<file path="config.mk">
export PLATFORM = sky130hd
export DESIGN_NAME = shift_unit_pipe_flat
export DESIGN_NICKNAME = d
export VERILOG_FILES = /design/src/rtl/shift_unit_pipe_if.sv /design/src/rtl/shift_unit_pipe.sv /design/src/flat_wrapper.sv
export SDC_FILE = /design/constraint.sdc
export NUM_CORES = 1
export LEC_CHECK = 0
export CAP_MARGIN = 10
export CORE_AREA = 2 2 82 84
export CTS_CLUSTER_DIAMETER = 30
export DETAILED_ROUTE_END_ITERATION = 16
export DIE_AREA = 0 0 84 86
export GPL_ROUTABILITY_DRIVEN = 1
export PLACE_DENSITY = 0.74
export SYNTH_ARGS = -nofsm -noshare
export SYNTH_HDL_FRONTEND = slang
export SYNTH_SLANG_ARGS = --single-unit
export TNS_END_PERCENT = 30
</file>
<file path="constraint.sdc">
create_clock -name clk -period 1.6 [get_ports clk]
set_clock_uncertainty 0.15 [all_clocks]
set_input_delay 0.16 -clock clk [delete_from_list [all_inputs] [get_ports clk]]
set_output_delay 0.16 -clock clk [all_outputs]
set_load 0.01 [all_outputs]
</file>
<file path="src/rtl/shift_unit_pipe_if.sv">
// -----------------------------------------------------------------------------
// shift_unit_pipe_if
// Operand/result bus for shift_unit_pipe: valid/ready input side carrying the
// operand, shift amount, mode and user tag, and a valid/ready output side
// carrying the shifted result and its tag.
//
// Parameters : DW  data width, SHW shift-amount width, TW tag width
// Signals    : in_valid/in_ready/in_data/in_amt/in_mode/in_tag   (issue side)
//              out_valid/out_ready/out_data/out_tag              (result side)
// Modports   : master - issue logic / result consumer (drives in_*, out_ready)
//              slave  - the shifter pipeline
// -----------------------------------------------------------------------------
interface shift_unit_pipe_if #(
  parameter int DW  = 16,
  parameter int SHW = 4,
  parameter int TW  = 4
);
  logic           in_valid;
  logic           in_ready;
  logic [DW-1:0]  in_data;
  logic [SHW-1:0] in_amt;
  logic [1:0]     in_mode;
  logic [TW-1:0]  in_tag;
  logic           out_valid;
  logic           out_ready;
  logic [DW-1:0]  out_data;
  logic [TW-1:0]  out_tag;

  modport master (
    output in_valid, in_data, in_amt, in_mode, in_tag, out_ready,
    input  in_ready, out_valid, out_data, out_tag
  );

  modport slave (
    input  in_valid, in_data, in_amt, in_mode, in_tag, out_ready,
    output in_ready, out_valid, out_data, out_tag
  );
endinterface

</file>
<file path="src/rtl/shift_unit_pipe.sv">
// -----------------------------------------------------------------------------
// shift_unit_pipe
// Pipelined multi-mode shifter (arithmetic right, logical right, left, rotate
// right) with valid/ready flow control. The shift amount is decomposed into its
// binary digits; each of the NSTG register stages applies an even share of
// those digits, least-significant digits first. Mode, remaining amount and the
// user tag ride along with the data in every stage.
//
// Parameters : DW   data width (>=2)
//              SHW  shift-amount width (amounts >= DW are legal)
//              NSTG number of pipeline register stages, 1..SHW
//              TW   tag width
// Ports      : clk    rising-edge clock
//              rst_n  asynchronous active-low reset (flushes all stages)
//              bus    shift_unit_pipe_if.slave
//                     in_mode: 00 ARSH, 01 LRSH, 10 LSH, 11 ROR
// Build macro: SHIFT_ROUND_EN - when defined, ARSH rounds half-up by adding
//              the last bit shifted out; otherwise ARSH truncates toward -inf.
// -----------------------------------------------------------------------------
module shift_unit_pipe #(
  parameter int DW   = 16,
  parameter int SHW  = 4,
  parameter int NSTG = 2,
  parameter int TW   = 4
) (
  input  logic              clk,
  input  logic              rst_n,
  shift_unit_pipe_if.slave  bus
);

  localparam logic [1:0] MODE_ARSH = 2'b00;
  localparam logic [1:0] MODE_LRSH = 2'b01;
  localparam logic [1:0] MODE_LSH  = 2'b10;
  localparam logic [1:0] MODE_ROR  = 2'b11;

  // Apply the amount digits owned by stage stg to d. Amounts reaching here are
  // already below DW, so every partial step is a plain in-range shift/rotate.
  function automatic logic [DW-1:0] f_shift_step(
    input logic [DW-1:0]  d,
    input logic [SHW-1:0] amt,
    input logic [1:0]     mode,
    input int             stg
  );
    logic [DW-1:0]        x;
    logic signed [DW-1:0] xs;
    int                   lo;
    int                   hi;
    int                   sh;
    x  = d;
    lo = (stg * SHW) / NSTG;
    hi = ((stg + 1) * SHW) / NSTG;
    for (int b = 0; b < SHW; b++) begin
      if (b >= lo && b < hi && amt[b]) begin
        sh = 1 << b;
        if (sh < DW) begin
          case (mode)
            MODE_ARSH: begin
              xs = x;
              x  = xs >>> sh;
            end
            MODE_LRSH: x = x >> sh;
            MODE_LSH:  x = x << sh;
            default:   x = (x >> sh) | (x << (DW - sh));
          endcase
        end
      end
    end
    return x;
  endfunction

`ifdef SHIFT_ROUND_EN
  // Last bit shifted out by an arithmetic right shift of p: data[p-1] for
  // 1 <= p <= DW-1. The mask collapses to zero for p = 0 and for p >= DW.
  function automatic logic f_round_bit(
    input logic [DW-1:0]  d,
    input logic [SHW-1:0] p
  );
    logic [DW-1:0] mask;
    mask = (DW'(1) << p) >> 1;
    return |(d & mask);
  endfunction

  function automatic logic [DW-1:0] f_round_add(
    input logic [DW-1:0] d,
    input logic          r
  );
    return d + DW'(r);
  endfunction
`endif

  // Pipeline state
  logic [NSTG-1:0] r_vld_p;
  logic [DW-1:0]   r_data_p [NSTG];
  logic [SHW-1:0]  r_amt_p  [NSTG];
  logic [1:0]      r_mode_p [NSTG];
  logic [TW-1:0]   r_tag_p  [NSTG];
`ifdef SHIFT_ROUND_EN
  logic [NSTG-1:0] r_rnd_p;
  logic [NSTG-1:0] w_src_rnd;
`endif

  // Per-stage source (what the stage would load) and load value
  logic [NSTG-1:0] w_src_vld;
  logic [DW-1:0]   w_src_data [NSTG];
  logic [SHW-1:0]  w_src_amt  [NSTG];
  logic [1:0]      w_src_mode [NSTG];
  logic [TW-1:0]   w_src_tag  [NSTG];
  logic [DW-1:0]   w_ld_data  [NSTG];
  logic [NSTG-1:0] w_en;

  // Input conditioning: out-of-range amounts are resolved here so the stages
  // only ever see amounts below DW.
  logic            w_big;
  logic [DW-1:0]   w_pre_data;
  logic [SHW-1:0]  w_pre_amt;

  always_comb begin
    w_big      = (32'(bus.in_amt) >= 32'(DW));
    w_pre_data = bus.in_data;
    w_pre_amt  = bus.in_amt;
    case (bus.in_mode)
      MODE_ARSH: begin
        if (w_big) begin
          w_pre_data = {DW{bus.in_data[DW-1]}};
          w_pre_amt  = '0;
        end
      end
      MODE_LRSH, MODE_LSH: begin
        if (w_big) begin
          w_pre_data = '0;
          w_pre_amt  = '0;
        end
      end
      default: w_pre_amt = SHW'(32'(bus.in_amt) % 32'(DW));
    endcase
  end

  // Stage k may load when it is empty or when every stage below it up to the
  // output is either empty or moving on this cycle. Written as a running AND
  // from the output end so there is no self-referencing vector.
  always_comb begin
    logic l_full;
    l_full = 1'b1;
    w_en   = '0;
    for (int k = NSTG - 1; k >= 0; k--) begin
      l_full  = l_full & r_vld_p[k];
      w_en[k] = ~l_full | bus.out_ready;
    end
  end

  for (genvar k = 0; k < NSTG; k++) begin : g_stage
    if (k == 0) begin : g_head
      assign w_src_vld[k]  = bus.in_valid;
      assign w_src_data[k] = w_pre_data;
      assign w_src_amt[k]  = w_pre_amt;
      assign w_src_mode[k] = bus.in_mode;
      assign w_src_tag[k]  = bus.in_tag;
`ifdef SHIFT_ROUND_EN
      assign w_src_rnd[k]  = (bus.in_mode == MODE_ARSH) &
                             f_round_bit(bus.in_data, bus.in_amt);
`endif
    end else begin : g_body
      assign w_src_vld[k]  = r_vld_p[k-1];
      assign w_src_data[k] = r_data_p[k-1];
      assign w_src_amt[k]  = r_amt_p[k-1];
      assign w_src_mode[k] = r_mode_p[k-1];
      assign w_src_tag[k]  = r_tag_p[k-1];
`ifdef SHIFT_ROUND_EN
      assign w_src_rnd[k]  = r_rnd_p[k-1];
`endif
    end

    if (k == NSTG - 1) begin : g_tail
`ifdef SHIFT_ROUND_EN
      // The round bit is non-zero only for ARSH, so the add is unconditional.
      assign w_ld_data[k] = f_round_add(
        f_shift_step(w_src_data[k], w_src_amt[k], w_src_mode[k], k),
        w_src_rnd[k]);
`else
      assign w_ld_data[k] = f_shift_step(w_src_data[k], w_src_amt[k],
                                         w_src_mode[k], k);
`endif
    end else begin : g_mid
      assign w_ld_data[k] = f_shift_step(w_src_data[k], w_src_amt[k],
                                         w_src_mode[k], k);
    end
  end

  // Stage boundary: valid (and round bit) registers, flushed by reset
  always_ff @(posedge clk or negedge rst_n) begin
    if (!rst_n) begin
      r_vld_p <= '0;
`ifdef SHIFT_ROUND_EN
      r_rnd_p <= '0;
`endif
    end else begin
      for (int k = 0; k < NSTG; k++) begin
        if (w_en[k]) begin
          r_vld_p[k] <= w_src_vld[k];
`ifdef SHIFT_ROUND_EN
          r_rnd_p[k] <= w_src_rnd[k];
`endif
        end
      end
    end
  end

  // Stage boundary: datapath registers, qualified by the valid bits only
  always_ff @(posedge clk) begin
    for (int k = 0; k < NSTG; k++) begin
      if (w_en[k]) begin
        r_data_p[k] <= w_ld_data[k];
        r_amt_p[k]  <= w_src_amt[k];
        r_mode_p[k] <= w_src_mode[k];
        r_tag_p[k]  <= w_src_tag[k];
      end
    end
  end

  assign bus.in_ready  = w_en[0];
  assign bus.out_valid = r_vld_p[NSTG-1];
  // Outputs read as zero whenever no result is presented (including reset).
  assign bus.out_data  = r_vld_p[NSTG-1] ? r_data_p[NSTG-1] : '0;
  assign bus.out_tag   = r_vld_p[NSTG-1] ? r_tag_p[NSTG-1]  : '0;

endmodule

</file>
<file path="src/flat_wrapper.sv">
// flat-port wrapper written by rule: the top's interface ports become plain ports
module shift_unit_pipe_flat 
#(
  parameter int DW   = 16,
  parameter int SHW  = 4,
  parameter int NSTG = 2,
  parameter int TW   = 4
)
  (clk, rst_n, bus_in_valid, bus_in_data, bus_in_amt, bus_in_mode, bus_in_tag, bus_out_ready, bus_in_ready, bus_out_valid, bus_out_data, bus_out_tag);
  shift_unit_pipe_if #(.DW(DW), .SHW(SHW), .TW(TW)) bus_i ();
  input  logic clk;
  input  logic rst_n;
  input wire logic [$bits(bus_i.in_valid)-1:0] bus_in_valid;
  input wire logic [$bits(bus_i.in_data)-1:0] bus_in_data;
  input wire logic [$bits(bus_i.in_amt)-1:0] bus_in_amt;
  input wire logic [$bits(bus_i.in_mode)-1:0] bus_in_mode;
  input wire logic [$bits(bus_i.in_tag)-1:0] bus_in_tag;
  input wire logic [$bits(bus_i.out_ready)-1:0] bus_out_ready;
  output wire logic [$bits(bus_i.in_ready)-1:0] bus_in_ready;
  output wire logic [$bits(bus_i.out_valid)-1:0] bus_out_valid;
  output wire logic [$bits(bus_i.out_data)-1:0] bus_out_data;
  output wire logic [$bits(bus_i.out_tag)-1:0] bus_out_tag;
  assign bus_i.in_valid = bus_in_valid;
  assign bus_i.in_data = bus_in_data;
  assign bus_i.in_amt = bus_in_amt;
  assign bus_i.in_mode = bus_in_mode;
  assign bus_i.in_tag = bus_in_tag;
  assign bus_i.out_ready = bus_out_ready;
  assign bus_in_ready = bus_i.in_ready;
  assign bus_out_valid = bus_i.out_valid;
  assign bus_out_data = bus_i.out_data;
  assign bus_out_tag = bus_i.out_tag;
  shift_unit_pipe #(.DW(DW), .SHW(SHW), .NSTG(NSTG), .TW(TW)) u_core (.clk(clk), .rst_n(rst_n), .bus(bus_i));
endmodule
</file>
==> results.py, run 1 <==
metrics = {
    "place": {
        "port_buffers": 51,
        "dp_slack_ps": -389,
        "placed_cells": 471,
        "hpwl_mm": 5.35,
        "gp_congestion": 0.891,
        "placed_area_um2": 3810,
    },
    "global_route": {
        "track_usage_pct": 19.6,
        "antenna_found_initial": 0,
        "grt_max_degree": 26,
        "grt_overflow": 0,
        "grt_pass1_wl_mm": 11.5,
        "grt_pass1_vias": 2441,
    },
    "power": {
        "seqPwrFrac_pct": 47.5,
        "combPwrFrac_pct": 32.4,
        "ir_worst_vdd_uv": 488,
        "powerDensity_nw_per_um2": 810,
        "switching_power_mw": 1.01,
        "total_leakage_power_nw": 1.65,
        "sw_frac_of_total_pct": 29.9,
        "internal_power_mw": 2.36,
        "p_clk_share_pct": 20.1,
    },
    "yosys": {
        "synth_area_um2": 2990,
        "synth_nets": 354,
        "synth-edff-count": 44,
        "syn_avg_cell_area_um2": 9.22,
        "synthCells": 324,
        "synth_seq_cells": 46,
        "async_reset_ff_share_pct": 4.35,
        "ys_seq_area_share_pct": 45.9,
        "synth.distinct_cells": 42,
        "yosysWarnings": 0,
        "synthFlopType": "edfxtp_1",
    },
    "drt": {
        "antenna_left": 0,
        "routed_wl_mm": 7.56,
        "route.vias.total": 2841,
        "drt_first_pass_iters": 5,
        "drt-initial-drc-count": 181,
        "avgViaCountPerCell": 5.82,
        "avgRoutedWirePerCell_um": 15.5,
        "drc": 0,
    },
    "clocking": {
        "htree_levels": 2,
        "cts-buffers-inserted": 5,
        "cts_root_buf": "clkbuf_8",
        "clock_latency_ps": 300,
        "cts_buffer_depth": 2,
        "cts_tree": "done",
        "cts_num_sinks": 46,
        "clk_pin_slew_worst_paths_ps": 80,
    },
    "timing": {
        "fmax_mhz": 598,
        "slew_headroom_pct": 78.7,
        "period_minus_slack_ps": 1670,
        "setup_viol": 8,
        "min_period_over_period_pct": 105,
        "hold_ws_ps": 259,
        "rsz0062_at_grt": "true",
        "tightest_slew_ps": 320,
        "hold_viol": 0,
        "final_max_slew_viol_count": 0,
        "finalWorstSetupSlack_ps": -73.0,
    },
    "run_status": {
        "outcome": "finished with violations",
        "violations": "negative setup slack",
    },
    "floorplan": {
        "die_w_um": 84,
        "core_region_area_um2": 6280,
        "ios": 52,
        "dieArea_um2": 7220,
        "rows": 29,
        "start_util_pct": 47.6,
        "die_height_um": 86,
    },
    "critical_path": {
        "worst-setup-path-type": "flop to flop",
        "reg2reg_to": "u_core.r_data_p[0][29]$_DFFE_PP_",
        "r2r_cells": 4,
        "cp-start-kind": "flop",
        "critPathRequiredTime_ps": 1500,
        "crit_fanout": 8,
        "cp.arrival_ps": 1570,
        "rr_startpoint": "u_core.r_mode_p[0][0]$_DFFE_PP_",
        "r2r_slack_ps": -70,
        "end_kind": "flop",
        "crit_start": "u_core.r_mode_p[0][0]$_DFFE_PP_",
        "worstSetupEndpoint": "u_core.r_data_p[0][29]$_DFFE_PP_",
    },
    "run": {
        "cap_violations": 0,
    },
    "cells_and_area": {
        "drive_gt1_share_pct": 24.3,
        "nets": 440,
        "stdcell_area_um2": 4160,
        "finalNonFillerCells": 488,
        "num_antenna_cells": 0,
        "area_growth_pct": 39.3,
    },
    "worst_hold_path": {
        "hold_path_class": "input port to flop",
    },
}
Yosys cell counts, types with 5 or more instances:
cell type	instances	area, µm²
or3_1	10	62.6
nand2_1	37	139
nand3_1	6	30.0
nor2_1	25	93.8
a311oi_1	12	105
mux2i_1	11	110
a21oi_1	46	230
nor2b_1	6	37.5
o22ai_1	8	50.1
clkbuf_1	9	33.8
and2_1	20	125
inv_1	8	30.0
a31oi_1	6	37.5
buf_2	12	60.1
edfxtp_1	44	1320
o21ai_0	11	55.1
nand2b_1	5	31.3
flip-flops by register name, summed over array words and instances (netlist names):
signal / cells
u_core.r_data_p: 32
u_core.r_tag_p: 8
u_core.r_amt_p: 2
u_core.r_mode_p: 2
u_core.r_vld_p: 2
what timing repair did:
item | CTS | global route
hold buffers | 1 | 0
endpoints found under the hold margin | 2 | 0
pin swaps | 3 | 14
resized for setup | 31 | 63
setup buffers | 2 | 6
setup endpoints to repair | 53 | 48
final cells by class:
class / instances / area [µm²]
timing repair buffer: 105 / 1000
sequential: 46 / 1370
clock inverter: 3 / 16.3
fill: 514 / 2120
clock buffer: 5 / 68.8
inverter: 8 / 30.0
tap: 77 / 96.3
multi-input combinational: 244 / 1580
power by group through the flow:
stage               combinational [mW]  clock, mW  sequential, mW
floorplan                        0.549          0            1.59
global placement                 0.964          0            1.62
detailed placement               0.979          0            1.62
CTS                              0.952      0.681            1.59
global route                      1.18      0.727            1.62
finish                            1.09      0.678            1.60
worst max-delay path, cell delays in order (launching register included):
cell	delay [ps]
edfxtp_1	400
nand2b_2	290
a211o_1	370
a21oi_1	160
a21oi_1	50
routing by layer:
metal  track usage, %  share of wire [%]  vias to the layer above  routed length (µm)
li1                 -                  -                     1376                   -
met1             24.5                 41                     1313                3080
met2             35.9                 51                      138                3880
met3             3.08                6.1                       14                 459
met4             4.55                1.9                        0                 142
met5                0                  0                        -                   0
placed cells by master (no fill, tap or decap), types with 4 or more instances in the layout:
cell / instances
buf_6: 13
dlygate4sd2_1: 4
and2_1: 20
a311oi_1: 11
a21oi_2: 11
buf_4: 37
or3_1: 10
o21ai_0: 8
clkdlybuf4s50_1: 27
clkdlybuf4s15_1: 20
a21oi_1: 35
o21ai_2: 4
nand2_2: 5
mux2i_1: 11
edfxtp_1: 44
nor2b_1: 5
o22ai_1: 6
nand3_1: 6
a31oi_1: 5
nand2b_1: 4
nand2_1: 33
clkbuf_8: 5
inv_1: 7
nor2_1: 24
logic make-up after synthesis:
| group | share of synthesized area, % |
|---|---|
| buf+inv | 5.78 |
| mux | 4.06 |
| simple gates | 21.0 |
| compound gates | 23.2 |
| flops | 45.9 |
stage by stage:
step                util [%]  TNS [ps]  total power [mW]
finish                  66.3      -318              3.37
global route            66.3     -1040              3.53
CTS                     62.3      -596              3.22
detailed placement      60.8     -7680              2.60
global placement        60.8     -7080              2.58
floorplan                  -     -4010              2.14
how the worst min path moves through the flow:
stage	from	depth (start not counted)	slack [ps]	endpoint
6_report	bus_in_amt[2]	1	260	u_core.r_amt_p[0][2]$_DFFE_PP_
4_1_cts	bus_in_amt[2]	1	260	u_core.r_amt_p[0][2]$_DFFE_PP_
5_1_grt	bus_in_amt[2]	1	270	u_core.r_amt_p[0][2]$_DFFE_PP_
2_1_floorplan	rst_n	0	-290	u_core.r_vld_p[0]$_DFFE_PN0P_
3_3_place_gp	rst_n	1	180	u_core.r_vld_p[1]$_DFFE_PN0P_
3_5_place_dp	rst_n	1	180	u_core.r_vld_p[1]$_DFFE_PN0P_
No activity file was read; power rests on OpenSTA's default activity.
==> run 2, diff against run 1 <==
Settings changed: CORE_AREA 2 2 82 84 to 2 2 90 92, DIE_AREA 0 0 84 86 to 0 0 92 94, PLACE_DENSITY 0.74 to 0.63.
==> run 2 against run 1 <==
  * The flow still finishes with violations (negative setup slack)
  * Sequential share of layout area is 0.15 points lower
  * Non-clock buffer count shrank 6
  * Clock power is 22% higher
  * Critical path depth unchanged
  * Register-to-register slack is essentially flat
  * First-iteration DRC count increased by 3.9%
  * Fmax rose by 0.77%
  * Core utilization is 11 points lower
  * Worst hold slack better by 4.5 ps
  * Global-route usage decreased by 2.6 points
  * Die area is 20% higher
  * Sequential cell count unchanged
  * Critical path type unchanged
==> results.py, run 2 (synthesized netlist as in run 1, its figures left out) <==
metrics = {
    "cells_and_area": {
        "top_regs": "u_core.r_data_p x32, u_core.r_tag_p x8",
        "nets": 434,
        "largest_reg_flops": 32,
        "drive_gt1_share_pct": 21.7,
        "multi_input_area_um2": 1580,
        "regMostFlops": "u_core.r_data_p",
        "seq_area_um2": 1370,
        "layout_commonest_cell": "edfxtp_1",
        "stdcell_area_um2": 4180,
        "area_growth_pct": 39.8,
        "fillers": 686,
        "num_antenna_cells": 0,
        "layout_common_cells": "44 x edfxtp_1, 39 x a21oi_1, 35 x buf_4",
    },
    "floorplan": {
        "ios": 52,
        "dieArea_um2": 8650,
        "core_region_area_um2": 7610,
        "die_height_um": 94,
        "start_util_pct": 39.3,
        "die_w_um": 92,
        "rows": 32,
    },
    "timing": {
        "rsz0062_at_grt": "true",
        "finalWorstSetupSlack_ps": -60.3,
        "slew_headroom_pct": 74.1,
        "setup_viol": 11,
        "min_period_over_period_pct": 104,
        "fin_tns_setup_ps": -365,
        "period_minus_slack_ps": 1660,
        "hold_ws_ps": 263,
        "final_max_slew_viol_count": 0,
        "fmax_mhz": 602,
        "tightest_slew_ps": 385,
        "hold_viol": 0,
    },
    "run_status": {
        "violations": "negative setup slack",
        "outcome": "finished with violations",
    },
    "power": {
        "powerDensity_nw_per_um2": 835,
        "ir_worst_vdd_uv": 480,
        "total_leakage_power_nw": 1.64,
        "p_total_mw": 3.49,
    },
    "global_route": {
        "antenna_found_initial": 0,
        "grt_pass1_wl_mm": 11.9,
        "track_usage_pct": 17.0,
        "grt_overflow": 0,
        "grt_max_degree": 27,
        "grt_pass1_vias": 2507,
    },
    "drt": {
        "drc": 0,
        "antenna_left": 0,
        "avgRoutedWirePerCell_um": 14.4,
        "drt_first_pass_iters": 5,
        "drt-initial-drc-count": 188,
        "avgViaCountPerCell": 5.38,
        "route.vias.total": 2730,
        "routed_wl_mm": 7.30,
    },
    "critical_path": {
        "worst-setup-path-type": "flop to flop",
        "crit_chain": "and4bb_2, a21oi_2, o21ai_2, a31o_2",
        "rr_startpoint": "u_core.r_mode_p[0][1]$_DFFE_PP_",
        "critPathRequiredTime_ps": 1500,
        "r2r_cells": 4,
        "worstSetupEndpoint": "u_core.r_data_p[0][22]$_DFFE_PP_",
        "reg2reg_to": "u_core.r_data_p[0][22]$_DFFE_PP_",
        "crit_start": "u_core.r_mode_p[0][1]$_DFFE_PP_",
        "cpPeakStageDelay_ps": 510,
        "crit_fanout": 7,
        "crit_path_top_delay_cell": "edfxtp_1",
        "cp_top_family": "flip-flops",
        "cp.arrival_ps": 1560,
        "path_depth": 4,
        "end_kind": "flop",
        "cp-start-kind": "flop",
        "critical_path_buf_inv_count": 0,
        "r2r_slack_ps": -60,
    },
    "run": {
        "cap_violations": 0,
    },
    "place": {
        "gp_congestion": 0.860,
        "port_buffers": 51,
        "placed_area_um2": 3870,
        "hpwl_mm": 5.58,
    },
    "clocking": {
        "cts_root_buf": "clkbuf_8",
        "clk_pin_slew_worst_paths_ps": 80,
        "htree_levels": 2,
        "cts_num_sinks": 46,
        "cts_buffer_depth": 2,
        "clock_latency_ps": 290,
        "cts-buffers-inserted": 5,
        "cts_tree": "done",
    },
    "worst_hold_path": {
        "min_path_cells": 1,
        "hold_path_class": "input port to flop",
    },
}
-- run 2: final cells by class --
cell class                      count  share of cell area, %
Clock buffer                        5                   1.65
Clock inverter                      3                  0.959
Inverter                            8                  0.719
Multi-Input combinational cell    244                   37.8
Sequential cell                    46                   32.8
Tap cell                          102                   3.06
Timing Repair Buffer               99                   22.9
-- run 2: report_power, final --
part	leakage, nW	switching [mW]	internal [mW]	total (mW)
logic	1.11	0.509	0.538	1.05
registers	0.473	0.103	1.51	1.61
clock network	0.0579	0.366	0.459	0.825
-- run 2: how the worst min path moves through the flow --
| stage | slack, ps | to | from |
|---|---|---|---|
| 2_1_floorplan | -290 | u_core.r_vld_p[0]$_DFFE_PN0P_ | rst_n |
| 3_3_place_gp | 180 | u_core.r_vld_p[0]$_DFFE_PN0P_ | rst_n |
| 3_5_place_dp | 180 | u_core.r_vld_p[0]$_DFFE_PN0P_ | rst_n |
| 4_1_cts | 260 | u_core.r_tag_p[0][1]$_DFFE_PP_ | bus_in_tag[1] |
| 5_1_grt | 260 | u_core.r_tag_p[0][1]$_DFFE_PP_ | bus_in_tag[1] |
| 6_report | 260 | u_core.r_tag_p[0][1]$_DFFE_PP_ | bus_in_tag[1] |
-- run 2: worst reg2reg max path: stages, from the launching register on --
cell	delay, ps
edfxtp_1	510
and4bb_2	300
a21oi_2	130
o21ai_2	80
a31o_2	250
-- run 2: metal layers --
layer | wire length (µm) | GRT usage, % | up-vias | part of all wire (%)
li1 | - | - | 1361 | -
met1 | 3180 | 21.5 | 1249 | 44
met2 | 3620 | 29.5 | 103 | 50
met3 | 346 | 2.89 | 17 | 4.7
met4 | 156 | 5.97 | 0 | 2.1
met5 | 0 | 0 | - | 0
-- run 2: metrics by stage --
stage	utilization [%]	instances	setup WS [ps]
6_report	54.9	507	-60.3
5_1_grt	54.9	507	-154
4_1_cts	52.1	503	-60.3
3_5_place_dp	50.8	494	-420
3_3_place_gp	50.8	494	-372
2_1_floorplan	-	324	-167
-- run 2: timing repair --
action | 4_1_cts | 5_1_grt
pin swaps | 0 | 20
buffers inserted | 0 | 4
hold buffers | 1 | 0
endpoints found under the hold margin | 2 | 0
setup endpoints to repair | 50 | 43
resized for setup | 27 | 53
==> run 3, diff against run 2 <==
Settings changed: MAX_ROUTING_LAYER set to met4.
==> run 3 against run 2 <==
  * The run still ends with negative setup slack left
  * Non-clock buffer count decreased by 2
  * Clock power increased by 20%
  * Fmax about the same
  * Core utilization decreased by 0.12 points
  * Cell count decreased by 0.39%
  * Critical path depth increased by 1
  * Register-to-register slack about the same
  * Count of clock-buffer cells in the layout unchanged
  * Critical path type unchanged
  * First-iteration DRC count decreased by 50%
  * Global-route usage increased by 0.35 points
  * Sequential power about the same
  * Power increased by 4.3%
==> results.py, run 3 (synthesized netlist as in run 1, its figures left out) <==
metrics = {
    "cells_and_area": {
        "regMostFlops": "u_core.r_data_p",
        "finalNonFillerCells": 505,
        "num_antenna_cells": 0,
        "area_growth_pct": 39.5,
        "layout_common_cells": "44 x edfxtp_1, 40 x a21oi_1, 34 x nand2_1, 34 x buf_4, 27 x clkdlybuf4s50_1",
        "fillers": 669,
        "layout_commonest_cell": "edfxtp_1",
        "largest_reg_flops": 32,
        "fin_util_pct": 54.8,
        "nets": 432,
        "top_regs": "u_core.r_data_p x32, u_core.r_tag_p x8",
        "drive_gt1_share_pct": 21.6,
    },
    "run_status": {
        "outcome": "finished with violations",
        "violations": "negative setup slack",
    },
    "critical_path": {
        "crit_fanout": 7,
        "end_kind": "flop",
        "critical_path_buf_inv_count": 1,
        "cpPeakStageDelay_ps": 520,
        "critPathRequiredTime_ps": 1500,
        "cp-start-kind": "flop",
        "crit_path_top_delay_cell": "edfxtp_1",
        "cp.arrival_ps": 1560,
        "crit_chain": "nor2b_4, buf_6, nor3_2, a31oi_1, a21oi_1",
        "cp_top_family": "flip-flops",
        "worst-setup-path-type": "flop to flop",
    },
    "place": {
        "port_buffers": 51,
        "dp_slack_ps": -378,
        "placed_cells": 495,
        "gp_congestion": 0.910,
        "hpwl_mm": 5.55,
    },
    "timing": {
        "period_minus_slack_ps": 1660,
        "slew_headroom_pct": 79.2,
        "setup_viol": 13,
        "finalWorstSetupSlack_ps": -61.9,
        "min_period_over_period_pct": 104,
        "final_max_slew_viol_count": 0,
        "fmax_mhz": 602,
        "hold_viol": 0,
        "rsz0062_at_grt": "true",
        "fin_tns_setup_ps": -325,
        "tightest_slew_ps": 313,
    },
    "floorplan": {
        "dieArea_um2": 8650,
        "die_height_um": 94,
        "start_util_pct": 39.3,
        "core_region_area_um2": 7610,
        "rows": 32,
        "die_w_um": 92,
        "ios": 52,
    },
    "drt": {
        "avgRoutedWirePerCell_um": 14.5,
        "avgViaCountPerCell": 5.47,
        "drt-initial-drc-count": 94,
        "drc": 0,
        "antenna_left": 0,
        "routed_wl_mm": 7.31,
        "route.vias.total": 2762,
        "drt_first_pass_iters": 5,
    },
    "global_route": {
        "grt_pass1_vias": 2445,
        "grt_pass1_wl_mm": 11.8,
        "grt_overflow": 0,
        "track_usage_pct": 17.4,
        "antenna_found_initial": 0,
        "grt_max_degree": 27,
    },
    "power": {
        "internal_power_mw": 2.66,
        "seqPwrFrac_pct": 44.4,
        "total_leakage_power_nw": 1.63,
        "combPwrFrac_pct": 28.4,
        "powerDensity_nw_per_um2": 873,
        "p_clk_share_pct": 27.2,
        "p_total_mw": 3.64,
        "ir_worst_vdd_uv": 365,
        "switching_power_mw": 0.975,
        "sw_frac_of_total_pct": 26.8,
    },
    "clocking": {
        "clk_pin_slew_worst_paths_ps": 80,
        "cts_root_buf": "clkbuf_8",
        "clock_latency_ps": 300,
        "htree_levels": 2,
        "cts_buffer_depth": 2,
        "cts_tree": "done",
        "cts_num_sinks": 46,
        "cts-buffers-inserted": 5,
    },
    "run": {
        "cap_violations": 0,
    },
    "worst_hold_path": {
        "hold_path_class": "input port to flop",
    },
}
==> run 3: metal layers <==
metal	up-vias	global-route usage, %	share of wire (%)
met5	-	-	0
met4	0	4.60	1.1
met3	9	2.73	4.1
met2	88	29.7	51
met1	1305	21.7	44
li1	1360	-	-
==> run 3: worst paths after layout <==
path                                            startpoint                               end  slack (ps)  cells past startpoint
min reg2reg                 u_core.r_tag_p[0][0]$_DFFE_PP_    u_core.r_tag_p[0][4]$_DFFE_PP_         270                      0
min in group asynchronous                            rst_n     u_core.r_vld_p[0]$_DFFE_PN0P_         410                      2
max                        u_core.r_mode_p[0][1]$_DFFE_PP_  u_core.r_data_p[0][27]$_DFFE_PP_         -60                      5
max in group asynchronous                            rst_n     u_core.r_vld_p[1]$_DFFE_PN0P_         770                      2
max reg2reg                u_core.r_mode_p[0][1]$_DFFE_PP_  u_core.r_data_p[0][27]$_DFFE_PP_         -60                      5
min                                          bus_in_tag[1]    u_core.r_tag_p[0][1]$_DFFE_PP_         260                      1
==> run 3: layout make-up <==
class / instances / area [µm²] / area share, %
flip-flops and latches: 46 / 1370 / 32.9
clock inverters: 3 / 63.8 / 1.53
clock buffers: 5 / 68.8 / 1.65
multi-input cells: 244 / 1560 / 37.5
well taps: 102 / 128 / 3.06
repair buffers: 97 / 943 / 22.6
inverters: 8 / 30.0 / 0.721
==> run 3: power groups by stage <==
stage,Clock [mW],Sequential [mW],Combinational (mW)
6_report,0.990,1.61,1.03
5_1_grt,1.06,1.63,1.13
4_1_cts,1.01,1.60,0.947
3_5_place_dp,0,1.63,0.994
3_3_place_gp,0,1.62,0.987
2_1_floorplan,0,1.59,0.549
==> run 3: repair_timing <==
| item | CTS | global route |
|---|---|---|
| gates resized for setup | 27 | 54 |
| hold buffers | 1 | 0 |
| setup buffers | 0 | 2 |
| pin swaps | 0 | 18 |
| hold endpoints to repair | 2 | 0 |
| endpoints found under the setup margin | 50 | 37 |
==> run 3: through the flow <==
stage,hold slack [ps],area [µm²]
2_1_floorplan,-286,2990
3_3_place_gp,183,3870
3_5_place_dp,184,3870
4_1_cts,258,3990
5_1_grt,248,4170
6_report,260,4170
